## config.mk

```make
export PLATFORM = sky130hd
export DESIGN_NAME = ddr3_init_sequencer
export DESIGN_NICKNAME = d
export VERILOG_FILES = /design/src/rtl/ddr3_pkg.sv /design/src/rtl/ddr3_init_sequencer.sv
export SDC_FILE = /design/constraint.sdc
export NUM_CORES = 1
export LEC_CHECK = 0
export BUFFER_PORTS_ARGS = -buffer_cell sky130_fd_sc_hd__buf_2
export CAP_MARGIN = 15
export CORE_MARGIN = 8
export CORE_UTILIZATION = 62
export DETAILED_ROUTE_END_ITERATION = 6
export PLACE_DENSITY_LB_ADDON = 0.15
export SETUP_SLACK_MARGIN = 0.2
export SYNTH_ARGS = -nofsm -noshare
export SYNTH_HDL_FRONTEND = slang
export SYNTH_SLANG_ARGS = --single-unit
```

## constraint.sdc

```tcl
create_clock -name clk -period 4.2 [get_ports clk]
set_input_delay 0 -clock clk [delete_from_list [all_inputs] [get_ports clk]]
set_output_delay 0 -clock clk [all_outputs]
set_load 0.01 [all_outputs]
```

## src/rtl/ddr3_pkg.sv

```systemverilog
// Shared DDR3 command encodings, init-sequencer state type and timing helpers.
package ddr3_pkg;

  typedef enum logic [3:0] {
    CMD_MRS  = 4'b0000,
    CMD_REF  = 4'b0001,
    CMD_ZQCL = 4'b0110,
    CMD_NOP  = 4'b0111
  } ddr_cmd_t;

  typedef enum logic [3:0] {
    S_RST_LOW,
    S_CKE_WAIT,
    S_XPR,
    S_MR2,
    S_MR3,
    S_MR1,
    S_MR0,
    S_TMRD,
    S_TMOD,
    S_ZQCL,
    S_ZQINIT,
    S_DONE
  } init_state_t;

  function automatic int ns2cyc(real ns, real period);
    return int'($ceil(ns / period));
  endfunction

  function automatic int max2(int a, int b);
    return (a > b) ? a : b;
  endfunction

endpackage

```

## src/rtl/ddr3_init_sequencer.sv

```systemverilog
// DDR3 power-up sequencer: RESET#/CKE timing, MR2/MR3/MR1/MR0 programming, ZQCL,
// then a sticky init_done. Commands go out on a registered valid/ready port.
module ddr3_init_sequencer
  import ddr3_pkg::*;
#(
  parameter real                DDR_CLK_PERIOD = 3.0,
  parameter int                 T_RESET_NS     = 200000,
  parameter int                 T_CKE_NS       = 500000,
  parameter int                 T_XPR_NS       = 270,
  parameter int                 T_MRD_CK       = 4,
  parameter int                 T_MOD_CK       = 12,
  parameter int                 T_ZQINIT_CK    = 512,
  parameter int                 ADDR_W         = 14,
  parameter logic [ADDR_W-1:0]  MR0_VAL        = '0,
  parameter logic [ADDR_W-1:0]  MR1_VAL        = '0,
  parameter logic [ADDR_W-1:0]  MR2_VAL        = '0,
  parameter logic [ADDR_W-1:0]  MR3_VAL        = '0
) (
  input  logic              clk,
  input  logic              reset,
  output logic              ddr_reset_n,
  output logic              ddr_cke,
  output logic              cmd_valid,
  input  logic              cmd_ready,
  output ddr_cmd_t          cmd,
  output logic [2:0]        cmd_ba,
  output logic [ADDR_W-1:0] cmd_addr,
  output logic              init_done
);

  // Cycles spent in each wait state. Post-command waits exclude the issue
  // cycle, so command-to-command spacing equals the JEDEC clock count.
  localparam int W_RST = max2(ns2cyc(real'(T_RESET_NS), DDR_CLK_PERIOD), 1);
  localparam int W_CKE = max2(ns2cyc(real'(T_CKE_NS), DDR_CLK_PERIOD), 1);
  localparam int W_XPR = max2(ns2cyc(real'(T_XPR_NS), DDR_CLK_PERIOD), 5);
  localparam int W_MRD = max2(T_MRD_CK - 1, 1);
  localparam int W_MOD = max2(max2(T_MOD_CK, ns2cyc(15.0, DDR_CLK_PERIOD)) - 1, 1);
  localparam int W_ZQ  = max2(T_ZQINIT_CK, 1);
  localparam int W_MAX = max2(max2(max2(W_RST, W_CKE), max2(W_XPR, W_MRD)), max2(W_MOD, W_ZQ));
  localparam int TW    = $clog2(W_MAX + 1);

  localparam logic [TW-1:0] L_RST = TW'(W_RST - 1);
  localparam logic [TW-1:0] L_CKE = TW'(W_CKE - 1);
  localparam logic [TW-1:0] L_XPR = TW'(W_XPR - 1);
  localparam logic [TW-1:0] L_MRD = TW'(W_MRD - 1);
  localparam logic [TW-1:0] L_MOD = TW'(W_MOD - 1);
  localparam logic [TW-1:0] L_ZQ  = TW'(W_ZQ - 1);

  init_state_t       state_q, state_d;
  init_state_t       mr_next_q, mr_next_d;
  logic [TW-1:0]     timer_q, timer_d;
  logic              ddr_reset_n_q, ddr_reset_n_d;
  logic              cke_q, cke_d;
  logic              cmd_valid_q, cmd_valid_d;
  ddr_cmd_t          cmd_q, cmd_d;
  logic [2:0]        ba_q, ba_d;
  logic [ADDR_W-1:0] addr_q, addr_d;
  logic              init_done_q, init_done_d;
  logic              timer_done;
  logic              accept;

  assign timer_done = (timer_q == '0);
  assign accept     = cmd_valid_q & cmd_ready;

  always_comb begin
    state_d   = state_q;
    mr_next_d = mr_next_q;
    timer_d   = timer_done ? timer_q : timer_q - TW'(1);
    case (state_q)
      S_RST_LOW:  if (timer_done) begin state_d = S_CKE_WAIT; timer_d = L_CKE; end
      S_CKE_WAIT: if (timer_done) begin state_d = S_XPR;      timer_d = L_XPR; end
      S_XPR:      if (timer_done) state_d = S_MR2;
      S_MR2:      if (accept) begin state_d = S_TMRD; timer_d = L_MRD; mr_next_d = S_MR3; end
      S_MR3:      if (accept) begin state_d = S_TMRD; timer_d = L_MRD; mr_next_d = S_MR1; end
      S_MR1:      if (accept) begin state_d = S_TMRD; timer_d = L_MRD; mr_next_d = S_MR0; end
      S_MR0:      if (accept) begin state_d = S_TMOD; timer_d = L_MOD; end
      S_TMRD:     if (timer_done) state_d = mr_next_q;
      S_TMOD:     if (timer_done) state_d = S_ZQCL;
      S_ZQCL:     if (accept) begin state_d = S_ZQINIT; timer_d = L_ZQ; end
      S_ZQINIT:   if (timer_done) state_d = S_DONE;
      S_DONE:     state_d = S_DONE;
      default:    begin state_d = S_RST_LOW; timer_d = L_RST; end
    endcase

    // Outputs are decoded from the next state so they register with it.
    ddr_reset_n_d = (state_d != S_RST_LOW);
    cke_d         = !(state_d inside {S_RST_LOW, S_CKE_WAIT});
    init_done_d   = (state_d == S_DONE);
    cmd_valid_d   = 1'b0;
    cmd_d         = CMD_NOP;
    ba_d          = 3'd0;
    addr_d        = '0;
    case (state_d)
      S_MR2:   begin cmd_valid_d = 1'b1; cmd_d = CMD_MRS; ba_d = 3'd2; addr_d = MR2_VAL; end
      S_MR3:   begin cmd_valid_d = 1'b1; cmd_d = CMD_MRS; ba_d = 3'd3; addr_d = MR3_VAL; end
      S_MR1:   begin cmd_valid_d = 1'b1; cmd_d = CMD_MRS; ba_d = 3'd1; addr_d = MR1_VAL; end
      S_MR0:   begin cmd_valid_d = 1'b1; cmd_d = CMD_MRS; ba_d = 3'd0; addr_d = MR0_VAL; end
      S_ZQCL:  begin cmd_valid_d = 1'b1; cmd_d = CMD_ZQCL; addr_d[10] = 1'b1; end
      default: ;
    endcase
  end

  always_ff @(posedge clk or posedge reset) begin
    if (reset) begin
      state_q       <= S_RST_LOW;
      mr_next_q     <= S_MR3;
      timer_q       <= L_RST;
      ddr_reset_n_q <= 1'b0;
      cke_q         <= 1'b0;
      cmd_valid_q   <= 1'b0;
      cmd_q         <= CMD_NOP;
      ba_q          <= 3'd0;
      addr_q        <= '0;
      init_done_q   <= 1'b0;
    end else begin
      state_q       <= state_d;
      mr_next_q     <= mr_next_d;
      timer_q       <= timer_d;
      ddr_reset_n_q <= ddr_reset_n_d;
      cke_q         <= cke_d;
      cmd_valid_q   <= cmd_valid_d;
      cmd_q         <= cmd_d;
      ba_q          <= ba_d;
      addr_q        <= addr_d;
      init_done_q   <= init_done_d;
    end
  end

  assign ddr_reset_n = ddr_reset_n_q;
  assign ddr_cke     = cke_q;
  assign cmd_valid   = cmd_valid_q;
  assign cmd         = cmd_q;
  assign cmd_ba      = ba_q;
  assign cmd_addr    = addr_q;
  assign init_done   = init_done_q;

endmodule
```

Word level (Yosys, flattened, before mapping)
Index checks and enable logic that the tools add are counted.
{ "totals": {"ff_bits": 38} }
{ "op_classes": {"addsub": 1, "n_eq_ne": 21, "mux": 25, "bitwise": 1, "n_reduce_logical": 12} }
{ "op_table": {"columns": ["op", "n"], "rows": [
  ["$mux 18", 6],
  ["$pmux 18 s6", 1],
  ["$mux 4", 12],
  ["$pmux 4 s10", 1],
  ["$eq 4x3->1 const B", 7],
  ["$eq 4x4->1 const B", 6],
  ["$logic_not 18->1", 1],
  ["$sub 18x1->18 const B", 1],
  ["$eq 4x2->1 const B", 3],
  ["$pmux 4 s3", 1],
  ["$reduce_or 5->1", 2],
  ["$eq 4x1->1 const B", 2],
  ["$logic_not 4->1", 2],
  ["$ne 2x2->1 const B", 3],
  ["$pmux 2 s3", 1],
  ["$pmux 3 s2", 1],
  ["$reduce_and 4->1", 1],
  ["$reduce_bool 4->1", 1],
  ["$reduce_or 4->1", 1],
  ["$reduce_bool 3->1", 1],
  ["$reduce_or 3->1", 1],
  ["$mux 1", 2],
  ["$reduce_bool 2->1", 1],
  ["$and 1x1->1", 1],
  ["$logic_not 1->1", 1]
]} }

Logic depth before layout (Yosys ltp)
{ "depth": {"word_depth": 6, "depth_mapped": 12, "ltp_nobuf": 11} }

Worst setup path after synthesis
Ideal clock, no wire load.
{ "synth_path": {"path_type": "reg2reg", "from": "register timer_q[0]", "to": "register timer_q[0]", "setup_time_ps": 126, "arrival_time_ps": 2283, "t_required_ps": 4074, "slack_ps": 1791, "stages_incl_launch_ff": 11, "cell_sequence": "dfrtp_1 > inv_1 > ha_1 > or4b_4 > or2_1 > buf_6 > nor2_8 > inv_4 > ha_1 > o31ai_1 > a221o_1"} }
{ "synth_between": {"elab_chain_len": 4, "elab_cells_between_ends": 9} }
{ "synth_lines": {"columns": ["element", "line_no", "source"], "rows": [
  ["start, declared", "ddr3_init_sequencer.sv:51", "logic [TW-1:0] timer_q, timer_d;"],
  ["start signal, assigned", "ddr3_init_sequencer.sv:118", "timer_q <= timer_d;"],
  ["$sub 18x1->18 or $logic_not 18->1 (tied branches)", "ddr3_init_sequencer.sv:68, ddr3_init_sequencer.sv:62", null],
  ["$mux 18", "ddr3_init_sequencer.sv:68", "timer_d = timer_done ? timer_q : timer_q - TW'(1);"],
  ["$mux 18, on equally long branches", null, null],
  ["$pmux 18 s6 *", "ddr3_init_sequencer.sv:69", "case (state_q)"],
  ["named net timer_d[0]", "ddr3_init_sequencer.sv:51", null]
]} }
Mark *: on every way through the listed nets, which the timed path passes. The rest lies on a longest branch.
A chain may end at the register's enable or synchronous reset.

Final worst setup path
Ends and elaborated chain as after synthesis.

==> run summary <==
The flow ran to the end, and the final reports show no timing, DRC or antenna violations. On the worst path, the slowest cell contributes a delay of 490 ps. The max-slew violation total from the final report is 0. In this run the tightest slew margin relative to its limit is 0.556.

After detailed routing, the average wire length per cell comes to 16.3 um. The met2 routing resource usage after global routing came out at 0.308. The worst hold path belongs to the class input pin to register. The number of buffers added for setup after CTS came out at 0. The largest clock skew in the final design is 8.84 ps.

The reg-to-reg startpoint is timer_q[0]$_DFF_PP0_. The library cells used most frequently in the layout, excluding fill and tap cells, are dfrtp_1 (25), nor2_1 (24), nand2_1 (22). The via count of the first global-routing pass was 1625. The overall die height is 74.9 um.

Synthesis instantiated 61 different standard cells from the library. The setup total negative slack came out at 0 ps. The total I/O pin count came out at 28. The post-synthesis xor/xnor area fraction is 0.0325.

In this run the most used layer during global routing was met2. The met3 capacity usage during global routing is 0.0479. The quantity of hold-fixing buffers added after cts came out at 1. Among all stages on the critical path, the largest delay is contributed by or4b_4. The wire length of the first global-routing pass is 7860 um.

The cell count after synthesis came out at 241. The overall routed net length is 4800 um. The critical path is of the register to register type. The TritonCTS clock tree is built. Summed over all layers, the global routing overflow is 0. The mux cell area share after synthesis came out at 0.0459. The number of rows created at floorplan is 21. The area of the mapped netlist is 2150 um^2. STA puts the critical path data required time at 4430 ps. The buffer cell driving the clock tree root is clkbuf_4. The element type at the critical path end is a register. In this run the most critical hold path is launched from cmd_ready.

The area enclosed by the die boundary came out at 5610 um^2. The number of remaining DRC errors is 0. The buffer levels on the longest clock path is 2. The sequential element share of the synthesized area came out at 0.388. The most common library cell in the layout ignoring fill and taps is dfrtp_1.

STA classifies the critical path startpoint as a register. Using the TritonRoute via totals, the vias-per-cell ratio works out to 5.85. Of the total synthesized cell area, the portion taken by full adders, half adders and majority gates is 0.0174.

The fraction of final layout cells sized beyond drive strength 1 is 0.169. CTS built an H-tree with a depth of 2. The critical path goes through inv_1 > ha_1 > or4b_4 > or2_1 > nor2_8 > inv_4 > ha_1 > o31ai_1 > a221o_1.

In this run the worst path has a maximum fanout of 11. The quantity of I/O buffers inserted on ports came out at 12. Entering global routing, the biggest net connects 34 pins. In the finished design, the share of the clock period the worst path needs comes to 0.640. The number of buffers created by CTS is 5. The net count reported at finish came out at 254. Measured on the finished design, the core utilization comes to 0.680. The synthesized area per cell came out at 8.93 um^2.

The initial antenna violation count came out at 0. The arrival time at the worst endpoint came out at 2920 ps. The total core area came out at 3340 um^2. Of the total synthesized cell area, the portion taken by AND, OR, NAND and NOR gates is 0.221. The main combinational cell family by area after synthesis is simple AND/OR/NAND/NOR gates. Summing over every cut layer, the via total after detailed routing is 1726. Across every metal layer, demand over resource in global routing totals 0.183. The placed wire-length estimate is 3520 um. The worst hold path terminates at timer_q[3]$_DFF_PP1_. The relative area change from synthesis to final layout is 5.40%. Once the clock tree was built, the resizer swapped 0 gates to a different size.

Dividing total power by cell area gives a power density of 276 nW/um^2. The global placement routability congestion is 0.961. For this run, the leading register cell type out of synthesis is dfrtp_1. The shortest period the worst path allows came out at 2690 ps.

The number of flops mapped to enable cells by yosys came out at 0. The number of cells on the worst reg-to-reg path is 9. The critical register-to-register path endpoint is timer_q[0]$_DFF_PP0_.

Setup repair after global routing left no endpoint under its margin. For this run, asynchronously set or reset flops after synthesis account for 1.00. The compound-cell area share of the yosys netlist is 0.197. The number of sinks handled by clock tree synthesis came out at 33.

The synthesized design contains 33 register bits. The number of antenna diodes in the final layout is 0. For this run, the detailed router's first-pass iteration total came to 4. The initial DRC count came out at 132. Clock latency on the worst-skew pair, taken at its later pin, is 330 ps.

In this run the horizontal extent of the chip is 74.9 um. The global-route met1 utilization came out at 0.228. Yosys printed 0 warnings.

The leakage power came out at 0.000973 uW. Based on the critical path, the design can be clocked at up to 372 MHz. The register clock-pin slew on the reported worst setup and hold paths came out at 100 ps. The worst supply voltage drop on vdd came out at 196 uV.

For this configuration, the core starts out at a cell density of 0.645. The count of maximum capacitance violations is 0. The number of nets with antenna violations after routing came out at 0. For the pin with the worst max-slew slack, the measured transition is 666 ps.

The slack of the worst reg-to-reg path came out at 1510 ps. The cell repeated most along the worst path is ha_1. Setup violations remaining at the end of the flow were counted as 0. The number of stages on the worst hold path is 4.

The number of hold violations in the final report came to 0.
[sequential cells by signal, indices dropped and copies added (netlist names)]
register / count
cmd_valid: 1
ddr_cke: 1
cmd_addr: 1
timer_q: 18
ddr_reset_n: 1
mr_next_q: 2
state_q: 4
init_done: 1
cmd: 2
cmd_ba: 2
[cell type report]
cell class / count / area (um^2)
multi-input combinational: 186 / 1160
inverter: 8 / 32.5
fill: 304 / 1070
clock buffer: 5 / 37.5
sequential: 33 / 836
clock inverter: 3 / 65.1
tap: 46 / 57.6
timing repair buffer: 14 / 77.6
[worst max-delay path by stage]
stage | startpoint | endpoint | slack, ps | depth (start not counted)
after global routing | timer_q[0]$_DFF_PP0_ | timer_q[0]$_DFF_PP0_ | 1320 | 9
after floorplan | timer_q[0]$_DFF_PP0_ | timer_q[0]$_DFF_PP0_ | 1790 | 10
after detailed placement | timer_q[0]$_DFF_PP0_ | timer_q[0]$_DFF_PP0_ | 1520 | 9
after global placement | timer_q[0]$_DFF_PP0_ | timer_q[0]$_DFF_PP0_ | 1600 | 9
after CTS | timer_q[0]$_DFF_PP0_ | timer_q[0]$_DFF_PP0_ | 1500 | 9
final | timer_q[0]$_DFF_PP0_ | timer_q[0]$_DFF_PP0_ | 1510 | 9
[logic make-up after synthesis]
logic type	count (synthesis)
flip-flops	33
other	1
buffers and inverters	36
multiplexers	8
XOR/XNOR	8
AO/OA/AOI/OAI	62
adder cells (fa/ha/maj)	3
AND/OR/NAND/NOR	90
[metrics by stage]
stage / hold slack [ps] / std cells / setup slack, ps / power (uW) / instance area, um^2
final: 161 / 295 / 1510 / 627 / 2270
after global routing: 174 / 295 / 1320 / 652 / 2270
after detailed placement: 109 / 286 / 1520 / 338 / 2160
after floorplan: 123 / 255 / 1790 / 345 / 2210
after global placement: 100 / 286 / 1600 / 338 / 2160
after CTS: 139 / 295 / 1500 / 634 / 2270
[cell usage after synthesis (2+ instances only)]
cell type   n  area, um^2
clkbuf_1    8        30.0
dfstp_2     8         210
o221ai_1    3        26.3
a21boi_0    2        15.0
nand2_1    22        82.6
o2bb2ai_1   2        17.5
a31oi_1     2        12.5
buf_1       2        7.51
nor2_1     24        90.1
o21ai_0    13        65.1
a211oi_1    2        15.0
nand2b_1    5        31.3
nor2b_1     2        12.5
mux2i_1     5        50.1
xnor2_1     4        35.0
nor4_1      3        18.8
and3_1      2        12.5
a21o_1      5        37.5
a22oi_1     4        30.0
xor2_1      4        35.0
o31ai_1     4        30.0
buf_4      16         120
ha_1        3        37.5
nor3_1      9        45.0
or3_1       4        25.0
inv_1       7        26.3
and2_1      2        12.5
nand3_1     5        25.0
dfrtp_1    25         626
a21oi_1    12        60.1
o21ai_1     2        10.0
[worst max-delay path, delay by kind of cell (launching register included)]
kind,cells,cell delay (ps)
flip-flops,1,420
AND/OR/NAND/NOR,3,1100
buffers and inverters,2,190
AO/OA/AOI/OAI,2,370
adder cells (fa/ha/maj),2,520
[power by group]
| group | internal (uW) | leakage, uW | switching [uW] |
|---|---|---|---|
| logic | 1.99 | 0.000552 | 13.1 |
| registers | 318 | 0.000365 | 0 |
| clock network | 184 | 0.0000552 | 110 |
| total | 504 | 0.000973 | 123 |
[routing by layer]
| layer | wire length (um) | part of all wire |
|---|---|---|
| met1 | 2120 | 0.44 |
| met2 | 2360 | 0.49 |
| met3 | 275 | 0.057 |
| met4 | 46 | 0.0096 |
| met5 | 0 | 0 |
(Power assumes the default switching activity.)
